## src/rtl/cop_pkg.sv

```systemverilog
// Shared definitions for the coprocessor initiator: FSM states, opcode encodings,
// the default watchdog limit and the value reported on a timeout abort.
package cop_pkg;

    localparam int DATA_W = 32;

    typedef enum logic [2:0] {
        IDLE    = 3'd0,
        SEND_OP = 3'd1,
        SEND_A  = 3'd2,
        SEND_B  = 3'd3,
        WAIT    = 3'd4,
        RESP    = 3'd5
    } cop_state_e;

    localparam logic OP_GCD = 1'b0;
    localparam logic OP_LCM = 1'b1;

    localparam int                 COP_TIMEOUT_DEFAULT = 255;
    localparam logic [DATA_W-1:0]  COP_ERR_DATA        = 32'hFFFF_FFFF;

endpackage

```

## src/rtl/cop_watchdog.sv

```systemverilog
// WAIT-phase cycle counter; expired is raised during the TIMEOUT_CYCLES-th enabled cycle.
// Only instantiated when COP_TIMEOUT_EN is defined.
module cop_watchdog
    import cop_pkg::*;
#(
    parameter int TIMEOUT_CYCLES = COP_TIMEOUT_DEFAULT
) (
    input  logic clk,
    input  logic reset_n,
    input  logic clear,
    input  logic enable,
    output logic expired
);

    localparam int CNT_W = (TIMEOUT_CYCLES > 1) ? $clog2(TIMEOUT_CYCLES) : 1;

    logic [CNT_W-1:0] count;

    // The counter saturates at its terminal value; the FSM leaves WAIT on that cycle anyway.
    always_ff @(posedge clk or negedge reset_n) begin
        if (!reset_n) begin
            count <= '0;
        end else if (clear) begin
            count <= '0;
        end else if (enable && !expired) begin
            count <= count + CNT_W'(1);
        end
    end

    assign expired = enable && (count == CNT_W'(TIMEOUT_CYCLES - 1));

endmodule

```

## src/rtl/cop_initiator.sv

```systemverilog
// Core-side initiator: sends a 3-word command burst (op, A, B) to the GCD/LCM coprocessor,
// waits for CopDone and holds the result for the core. Optional watchdog: COP_TIMEOUT_EN.
module cop_initiator
    import cop_pkg::*;
#(
    parameter int TIMEOUT_CYCLES = COP_TIMEOUT_DEFAULT
) (
    input  logic              clk,
    input  logic              reset_n,
    input  logic              req_valid,
    input  logic              req_op,
    input  logic [DATA_W-1:0] req_a,
    input  logic [DATA_W-1:0] req_b,
    output logic              req_ready,
    output logic              Start,
    output logic [DATA_W-1:0] WriteData,
    input  logic [DATA_W-1:0] ReadData,
    input  logic              CopDone,
    output logic              rsp_valid,
    input  logic              rsp_ready,
    output logic [DATA_W-1:0] rsp_data,
    output logic              rsp_err
);

    cop_state_e        state;
    cop_state_e        state_nxt;
    logic              op_q;
    logic [DATA_W-1:0] a_q;
    logic [DATA_W-1:0] b_q;
    logic              accept;
    logic              capture;
    logic              abort;
    logic              wd_expired;

`ifdef COP_TIMEOUT_EN
    cop_watchdog #(
        .TIMEOUT_CYCLES (TIMEOUT_CYCLES)
    ) u_watchdog (
        .clk     (clk),
        .reset_n (reset_n),
        .clear   (state != WAIT),
        .enable  (state == WAIT),
        .expired (wd_expired)
    );
`else
    logic unused_cfg;
    assign unused_cfg = ^TIMEOUT_CYCLES;
    assign wd_expired = 1'b0;
`endif

    always_ff @(posedge clk or negedge reset_n) begin
        if (!reset_n) begin
            state <= IDLE;
        end else begin
            state <= state_nxt;
        end
    end

    // Outputs are pure state decodes, so an asynchronous reset clears Start/WriteData at once.
    always_comb begin
        state_nxt = state;
        accept    = 1'b0;
        capture   = 1'b0;
        abort     = 1'b0;
        req_ready = 1'b0;
        rsp_valid = 1'b0;
        Start     = 1'b0;
        WriteData = '0;
        case (state)
            IDLE: begin
                req_ready = 1'b1;
                if (req_valid) begin
                    accept    = 1'b1;
                    state_nxt = SEND_OP;
                end
            end
            SEND_OP: begin
                Start     = 1'b1;
                WriteData = {{(DATA_W-1){1'b0}}, op_q};
                state_nxt = SEND_A;
            end
            SEND_A: begin
                Start     = 1'b1;
                WriteData = a_q;
                state_nxt = SEND_B;
            end
            SEND_B: begin
                Start     = 1'b1;
                WriteData = b_q;
                state_nxt = WAIT;
            end
            WAIT: begin
                // A real result beats a watchdog expiry in the same cycle.
                if (CopDone) begin
                    capture   = 1'b1;
                    state_nxt = RESP;
                end else if (wd_expired) begin
                    abort     = 1'b1;
                    state_nxt = RESP;
                end
            end
            RESP: begin
                rsp_valid = 1'b1;
                if (rsp_ready) begin
                    state_nxt = IDLE;
                end
            end
            default: state_nxt = IDLE;
        endcase
    end

    // Operand registers only matter while their SEND state is active, so they carry no reset.
    always_ff @(posedge clk) begin
        if (accept) begin
            op_q <= req_op;
            a_q  <= req_a;
            b_q  <= req_b;
        end
    end

    always_ff @(posedge clk or negedge reset_n) begin
        if (!reset_n) begin
            rsp_data <= '0;
        end else if (capture) begin
            rsp_data <= ReadData;
        end else if (abort) begin
            rsp_data <= COP_ERR_DATA;
        end
    end

`ifdef COP_TIMEOUT_EN
    always_ff @(posedge clk or negedge reset_n) begin
        if (!reset_n) begin
            rsp_err <= 1'b0;
        end else if (capture) begin
            rsp_err <= 1'b0;
        end else if (abort) begin
            rsp_err <= 1'b1;
        end
    end
`else
    assign rsp_err = 1'b0;
`endif

endmodule

```

## config.mk

```make
export PLATFORM = sky130hd
export DESIGN_NAME = cop_initiator
export DESIGN_NICKNAME = d
export VERILOG_FILES = /design/src/rtl/cop_pkg.sv /design/src/rtl/cop_watchdog.sv /design/src/rtl/cop_initiator.sv
export SDC_FILE = /design/constraint.sdc
export NUM_CORES = 1
export LEC_CHECK = 0
export ABC_AREA = 1
export CAP_MARGIN = 20
export CORE_MARGIN = 2
export CORE_UTILIZATION = 47
export CTS_BUF_LIST = sky130_fd_sc_hd__clkbuf_4
export DETAILED_ROUTE_END_ITERATION = 10
export MAX_ROUTING_LAYER = met4
export PLACE_DENSITY = 0.88
export SYNTH_ARGS = -nofsm -noshare
export SYNTH_HDL_FRONTEND = slang
export SYNTH_SLANG_ARGS = --single-unit
```

## constraint.sdc

```tcl
create_clock -name clk -period 5.9 [get_ports clk]
set_input_delay 1.475 -clock clk [delete_from_list [all_inputs] [get_ports clk]]
set_output_delay 1.475 -clock clk [all_outputs]
set_load 0.02 [all_outputs]
```

==> results of run 1 <==
## synthesized netlist by cell type
cell / number / area share [%]
sky130_fd_sc_hd__nand2_1: 126 / 12
sky130_fd_sc_hd__edfxtp_1: 65 / 50
sky130_fd_sc_hd__inv_1: 39 / 3.8
sky130_fd_sc_hd__dfrtp_1: 35 / 23
sky130_fd_sc_hd__o21ai_0: 22 / 2.8
sky130_fd_sc_hd__o21ai_1: 10 / 1.3
sky130_fd_sc_hd__nand2_2: 5 / 0.81
sky130_fd_sc_hd__buf_4: 4 / 0.78
sky130_fd_sc_hd__buf_6: 4 / 1.2
sky130_fd_sc_hd__nand3_1: 4 / 0.52
sky130_fd_sc_hd__buf_2: 3 / 0.39
sky130_fd_sc_hd__clkbuf_2: 3 / 0.39
sky130_fd_sc_hd__inv_2: 2 / 0.19
sky130_fd_sc_hd__nand4_1: 2 / 0.32
sky130_fd_sc_hd__nor2_1: 2 / 0.19
sky130_fd_sc_hd__nor3_1: 2 / 0.26
sky130_fd_sc_hd__a21oi_1: 1 / 0.13
sky130_fd_sc_hd__a31oi_1: 1 / 0.16
sky130_fd_sc_hd__conb_1: 1 / 0.097
sky130_fd_sc_hd__nand3_4: 1 / 0.45
sky130_fd_sc_hd__nor2_4: 1 / 0.29
sky130_fd_sc_hd__nor3_4: 1 / 0.42
sky130_fd_sc_hd__or2_2: 1 / 0.16
## logic make-up (layout without fill, tap and decap cells)
group,after synthesis,after routing,share of synthesized area (%)
flip-flops,100,100,73.12
buffers and inverters,55,228,6.697
AO/OA/AOI/OAI,34,34,4.432
AND/OR/NAND/NOR,145,145,15.66
other,1,1,0.09696
## how the worst min path moves through the flow
stage | endpoint | slack (ns) | cells past startpoint
2_1_floorplan | rsp_data[0] | 0.59 | 2
3_3_place_gp | rsp_data[4] | 0.47 | 2
3_5_place_dp | rsp_data[9] | 0.47 | 2
4_1_cts | rsp_data[4] | 0.51 | 2
5_1_grt | rsp_data[7] | 0.53 | 2
6_report | rsp_data[9] | 0.50 | 2
## state kept, by name, indices dropped and copies added (netlist names)
signal    flops
a_q          32
state         3
op_q          1
rsp_data     32
b_q          32
## routing by layer
layer  vias up  track usage [%]  routed length, um
met4         0            7.609                164
met5         -                -                  0
met3        17            7.342               1048
met2       143            34.87               4340
met1      1323            26.33               3741
li1       1413                -                  -
## layout make-up
cell class / count / area, sq um / area share, %
Tap cell: 105 / 131.4 / 2.293
Inverter: 41 / 153.9 / 2.686
Clock buffer: 9 / 67.56 / 1.179
Timing Repair Buffer: 171 / 1704 / 29.74
Sequential cell: 100 / 2828 / 49.34
Clock inverter: 7 / 57.56 / 1.004
Multi-Input combinational cell: 180 / 788.3 / 13.76
## metrics by stage
step	total power, mW	cells
final	2.529	613
after global routing	2.682	613
after CTS	2.558	613
after detailed placement	2.227	597
after global placement	2.182	597
after floorplan	1.669	335
## power by group through the flow
| stage | Clock (mW) | Sequential, mW | Combinational, mW |
|---|---|---|---|
| final | 0.326 | 1.07 | 1.13 |
| after floorplan | 0 | 1.20 | 0.470 |
| after global placement | 0 | 1.07 | 1.11 |
| after CTS | 0.339 | 1.07 | 1.15 |
| after detailed placement | 0 | 1.09 | 1.14 |
| after global routing | 0.369 | 1.10 | 1.22 |
## worst max-delay path, cell delays in order (launching register included)
cell and delay (ns):
sky130_fd_sc_hd__dfrtp_1 0.55, sky130_fd_sc_hd__inv_1 0.19, sky130_fd_sc_hd__nand3_1 0.14, sky130_fd_sc_hd__inv_2 0.45
sky130_fd_sc_hd__nand2_1 0.15, sky130_fd_sc_hd__nand2_1 0.12, sky130_fd_sc_hd__clkdlybuf4s50_1 0.60
==> run metrics, run 1 <==
launching point of the worst reg2reg path=state[2]; Static Leak=between 2 and 2.5 nW; router iterations before antenna repair=4; total power divided by cell area=441.3 nW/um^2; detail-routed via count per cell=4.724; Inserted Clock Buffers=9; Mapped Cells=around 340; number of DRC markers after the initial detailed-route iteration=180; most common library cell in the layout ignoring fill and taps=sky130_fd_sc_hd__clkdlybuf4s50_1; total number of H-tree levels=3; total number of vias=slightly below 3000; sequential cell fraction of total power=between 40% and 50%; floorplan core area=8093 sq um; FILL cells=~570; CP Max Fanout=32; antenna violations before repair=0; flip-flop and latch count after synthesis=100; summed instance area of the synthesized netlist=around 3900 sq um; horizontal die dimension=94.71 um; wire length of the first global-routing pass=approximately 14000 um; peak supply drop=approximately 0.25 mV; Worst setup EP type=output port; leading cell types in the layout, fill and taps excluded=sky130_fd_sc_hd__clkdlybuf4s50_1 (168), sky130_fd_sc_hd__nand2_1 (126), sky130_fd_sc_hd__edfxtp_1 (65); Logic pwr share=~45%; Longest Clk Path Bufs=2; estimated wirelength of the detail-placed design=around 7000 um; net switching power=0.9619 mW; proportion of layout cells with a drive suffix above 1=under 10%; synthesis-to-layout area growth=48.17%; Final Hold Fails=0; sinks on the clock net=100; share of the clock period used by the worst path after layout=between 70% and 80%; Setup crit start kind=flop; arrival time of the worst setup path=roughly 2.7 ns; area post-placement=between 5000 and 6000 sq um; total DRC errors in the routed layout=0; syn nets=approximately 440; Reg clk slew, reported paths=0.16 ns; RR Endpoint=a_q[22]; Congestion Overflow GR=0; maximum number of pins on one net before global-route repair=65; Worst Setup Slack post-DPL=2.242 ns; wire length per cell after detailed routing=between 15 and 20 um; input/output buffers=~170; die area=roughly 9000 sq um; count of endpoints failing setup in the final report=0; WP data required=about 4.4 ns; fin worst setup slack=1.768 ns; Worst-Skew Late Latency=approximately 0.44 ns; final estimated routing congestion in global placement=approximately 0.84; design internal power=about 1.6 mW; transition time at the pin with the least slew margin=0.8827 ns; status=finished, final reports clean; reg2reg path depth=4; Ant. Diodes=0; switching portion of total power=38.04%; Distinct cells, synth=23; number of rows in the core area=33; CTS tree=built; Min Clock Period, post-route=4.132 ns; remaining antenna violation count after routing=0; Worst Setup Path Type=reg2out; setup repair after global routing missed its margin=no; number of buffers inserted for hold repair after clock tree synthesis=0; Layout Utilization=a little over two thirds; summed area of non-filler cells in the final layout=approximately 5700 sq um; count of pins over their slew limit=0; setup TNS=0 ns; maximum clock frequency=between 0.2 and 0.25 GHz; worst hold path startpoint=rsp_data[9]; launch point of the worst path=state[2]; Critical Path Sink=WriteData[13]; r2r setup slk=between 3 and 4 ns; Post-Route WL=roughly 9300 um; worst hold path class=reg2reg; Total GRT Usage=a little over a fifth; maximum clock skew at final layout=~0.023 ns; share of synthesized area occupied by flip-flops and latches=roughly three quarters; Resized cells post-CTS=0; initial standard-cell utilization of the core=between 40% and 50%; final layout net count=605; headroom to the max-slew limit=41.01%; total of warnings raised by yosys=0; I/O Pins=170; clock share of power=~13%; mean instance size in the synthesized netlist=between 10 and 15 sq um; buffers inserted during post-CTS setup optimization=0; count of max-cap constraint violations=0; worst hold margin=0.5005 ns; cell at the root of the clock tree=sky130_fd_sc_hd__clkbuf_4; vias in the first global route=2901; Vert. Die Dim=about 95 um
Note: power is estimated with default switching activity, not from simulation.
==> run 2: changes to the inputs <==
CORE_UTILIZATION = 39   (was 47)
PLACE_DENSITY = 0.78   (was 0.88)
clock period = 3.44 ns   (was 5.9 ns; I/O delays follow)
==> run 2 against run 1 <==
Against the previous run:
- final cell count grew 4.9%
- core utilization shrank 11 points
- combinational power grew 71%
- die area grew 20%
- non-clock buffer count grew 2
- first-iteration DRC count shrank 22%
- largest cell class unchanged
- sequential power grew 71%
- clock power grew 91%
- highest routed layer unchanged
- sequential share of layout area shrank 0.63 points
- design area grew 1.3%
- global-route usage shrank 5.1 points
==> run metrics, run 2 (synthesis gave the netlist of run 1 again) <==
total number of H-tree levels=3 (unchanged); detail-routed via count per cell=4.392 (-7.0%); Final Total Pwr=4.393 mW (+74%); dpl cells=627 (+5.0%); Min Clock Period, post-route=3.245 ns; leading cell types in the layout, fill and taps excluded=sky130_fd_sc_hd__clkdlybuf4s50_1 (168), sky130_fd_sc_hd__nand2_1 (126), sky130_fd_sc_hd__edfxtp_1 (65); share of the clock period used by the worst path after layout=a little over nine tenths; maximum number of pins on one net before global-route repair=65 (unchanged); input/output buffers=168 (unchanged); number of rows in the core area=36 (+9.1%); Reg clk slew, reported paths=0.14 ns (-0.02 ns); count of pins over their slew limit=0 (unchanged); Hold Crit Endpoint=rsp_data[28]; registers with the most flip-flops=a_q x32, b_q x32, rsp_data x32; launching point of the worst reg2reg path=state[0]; most frequent cell on the critical path=sky130_fd_sc_hd__nand2_1; status=finished, final reports clean; wire length per cell after detailed routing=13.45 um (-11%); Ant. Diodes=0 (unchanged); most common library cell in the layout ignoring fill and taps=sky130_fd_sc_hd__clkdlybuf4s50_1; cell at the slowest stage of the critical path=sky130_fd_sc_hd__clkdlybuf4s50_1; design internal power=2.778 mW (+77%); Resized cells post-CTS=1 (+1); cell at the root of the clock tree=sky130_fd_sc_hd__clkbuf_4; antenna violations before repair=0 (unchanged); CTS tree=built; clock share of power=14.2% (+1.3 points); buffers inserted during post-CTS setup optimization=0 (unchanged); number of stages on the worst hold path=2 (unchanged); Static Leak=2.440 nW (+1.2%); Congestion Overflow GR=0 (unchanged); maximum clock frequency=just over 0.3 GHz; Total GRT Usage=16.83% (-5.1 points); count of max-cap constraint violations=0 (unchanged); Setup crit start kind=flop; die area=10730 sq um (+20%); number of DRC markers after the initial detailed-route iteration=140 (-22%); vias in the first global route=2872 (-1.0%); final layout net count=607 (+0.33%); final estimated routing congestion in global placement=0.7519 (-10%); I/O Pins=170 (unchanged); number of buffers inserted for hold repair after clock tree synthesis=0 (unchanged); Max stage delay on crit path=0.60 ns (about the same); count of endpoints failing setup in the final report=0 (unchanged); initial standard-cell utilization of the core=39.94% (-7.9 points); reg2reg path depth=4 (unchanged); sequential cell fraction of total power=41.8% (-0.6 points); maximum clock skew at final layout=0.02006 ns (-0.003184 ns); estimated wirelength of the detail-placed design=6330 um (-9.5%); CP Max Fanout=32 (unchanged); headroom to the max-slew limit=59.61% (+19 points); net switching power=1.614 mW (+68%); worst hold path class=reg2reg; summed area of non-filler cells in the final layout=5804 sq um (+1.3%); transition time at the pin with the least slew margin=0.6058 ns (-0.2769 ns); RR Endpoint=b_q[18]; Longest Clk Path Bufs=2 (unchanged); Inserted Clock Buffers=9 (unchanged); synthesis-to-layout area growth=50.08%; wire length of the first global-routing pass=13790 um (-2.8%); Worst Setup Slack post-DPL=0.4589 ns (-1.783 ns); Logic pwr share=44.0% (-0.7 points); ordered cell list for the critical path=inv_1 -> nand3_1 -> inv_6 -> nand2_1 -> nand2_1 -> clkdlybuf4s50_1; arrival time of the worst setup path=2.38 ns (-0.28 ns); sinks on the clock net=100 (unchanged); area post-placement=5655 sq um (+0.89%); Post-Route WL=8648 um (-7.0%); r2r setup slk=1.58 ns (-1.90 ns); switching portion of total power=36.75% (-1.3 points); proportion of layout cells with a drive suffix above 1=6.275% (+0.17 points); total DRC errors in the routed layout=0 (unchanged); setup repair after global routing missed its margin=no; Final Instance Count excl. Fillers=643 (+4.9%); setup TNS=0 ns (unchanged); Final Hold Fails=0 (unchanged); fin worst setup slack=0.1953 ns (-1.573 ns); remaining antenna violation count after routing=0 (unchanged); floorplan core area=9684 sq um (+20%); Worst setup EP type=output port; router iterations before antenna repair=4 (unchanged); total power divided by cell area=756.8 nW/um^2 (+72%); Worst-Skew Late Latency=0.43 ns (about the same); WP data required=2.58 ns (-1.85 ns); Vert. Die Dim=103.6 um (+9.4%); horizontal die dimension=103.6 um (+9.4%); Worst Setup Path Type=reg2out; total number of vias=2824 (-2.5%); peak supply drop=0.3648 mV (+45%); worst hold path startpoint=rsp_data[28]
run 2: cell types whose count changed in the layout (fill, tap and decap cells not counted), sizes merged:
cell / before / now
bufinv: 0 / 1
buf: 3 / 5
clkinvlp: 3 / 0
clkinv: 1 / 2
clkbuf: 9 / 10
run 2: worst max-delay path, delay by kind of cell, from the launching register on:
| family | cells | cell delay (ns) |
|---|---|---|
| AND/OR/NAND/NOR | 3 | 0.38 |
| flip-flops | 1 | 0.54 |
| buffers and inverters | 3 | 1.04 |
run 2: power by group through the flow:
stage               Combinational, mW  Clock [mW]  Sequential [mW]
floorplan                       0.807           0             2.05
global placement                 1.92           0             1.85
detailed placement               1.96           0             1.86
CTS                              1.96       0.649             1.84
global route                     2.09       0.689             1.88
finish                           1.93       0.624             1.83
run 2: worst max-delay path by stage:
stage / startpoint / depth (start not counted) / end
4_1_cts: state[2] / 6 / WriteData[11]
3_3_place_gp: state[2] / 6 / WriteData[0]
2_1_floorplan: req_valid / 2 / a_q[0]
3_5_place_dp: state[2] / 6 / WriteData[11]
5_1_grt: state[2] / 6 / WriteData[30]
6_report: state[2] / 6 / WriteData[11]
run 2: per-layer routing:
metal	part of all wire (%)	global-route usage (%)	routed length (um)
met5	0	-	0
met4	1.1	4.730	97
met3	5.3	3.650	455
met2	52	29.23	4500
met1	42	19.87	3594
run 2: area by class of cell:
cell class,count,area [sq um]
Clock buffer,10,75.07
Tap cell,133,166.4
Fill cell,844,3880
Inverter,41,158.9
Clock inverter,6,68.82
Multi-Input combinational cell,180,788.3
Timing Repair Buffer,173,1719
Sequential cell,100,2828
run 2: metrics by stage:
| stage | util (%) | hold WS [ns] |
|---|---|---|
| finish | 59.94 | 0.5045 |
| global route | 59.94 | 0.5265 |
| CTS | 59.91 | 0.5100 |
| detailed placement | 58.40 | 0.4760 |
| global placement | 58.40 | 0.4654 |
| floorplan | - | 0.5644 |
==> run 3: changes to the inputs <==
SYNTH_HIERARCHICAL = 1   (was default)
==> results of run 3 <==
The final DEF is identical to that of run 2; final timing and power are the same.
Main changes from that run: Yosys warning count 0 -> 6
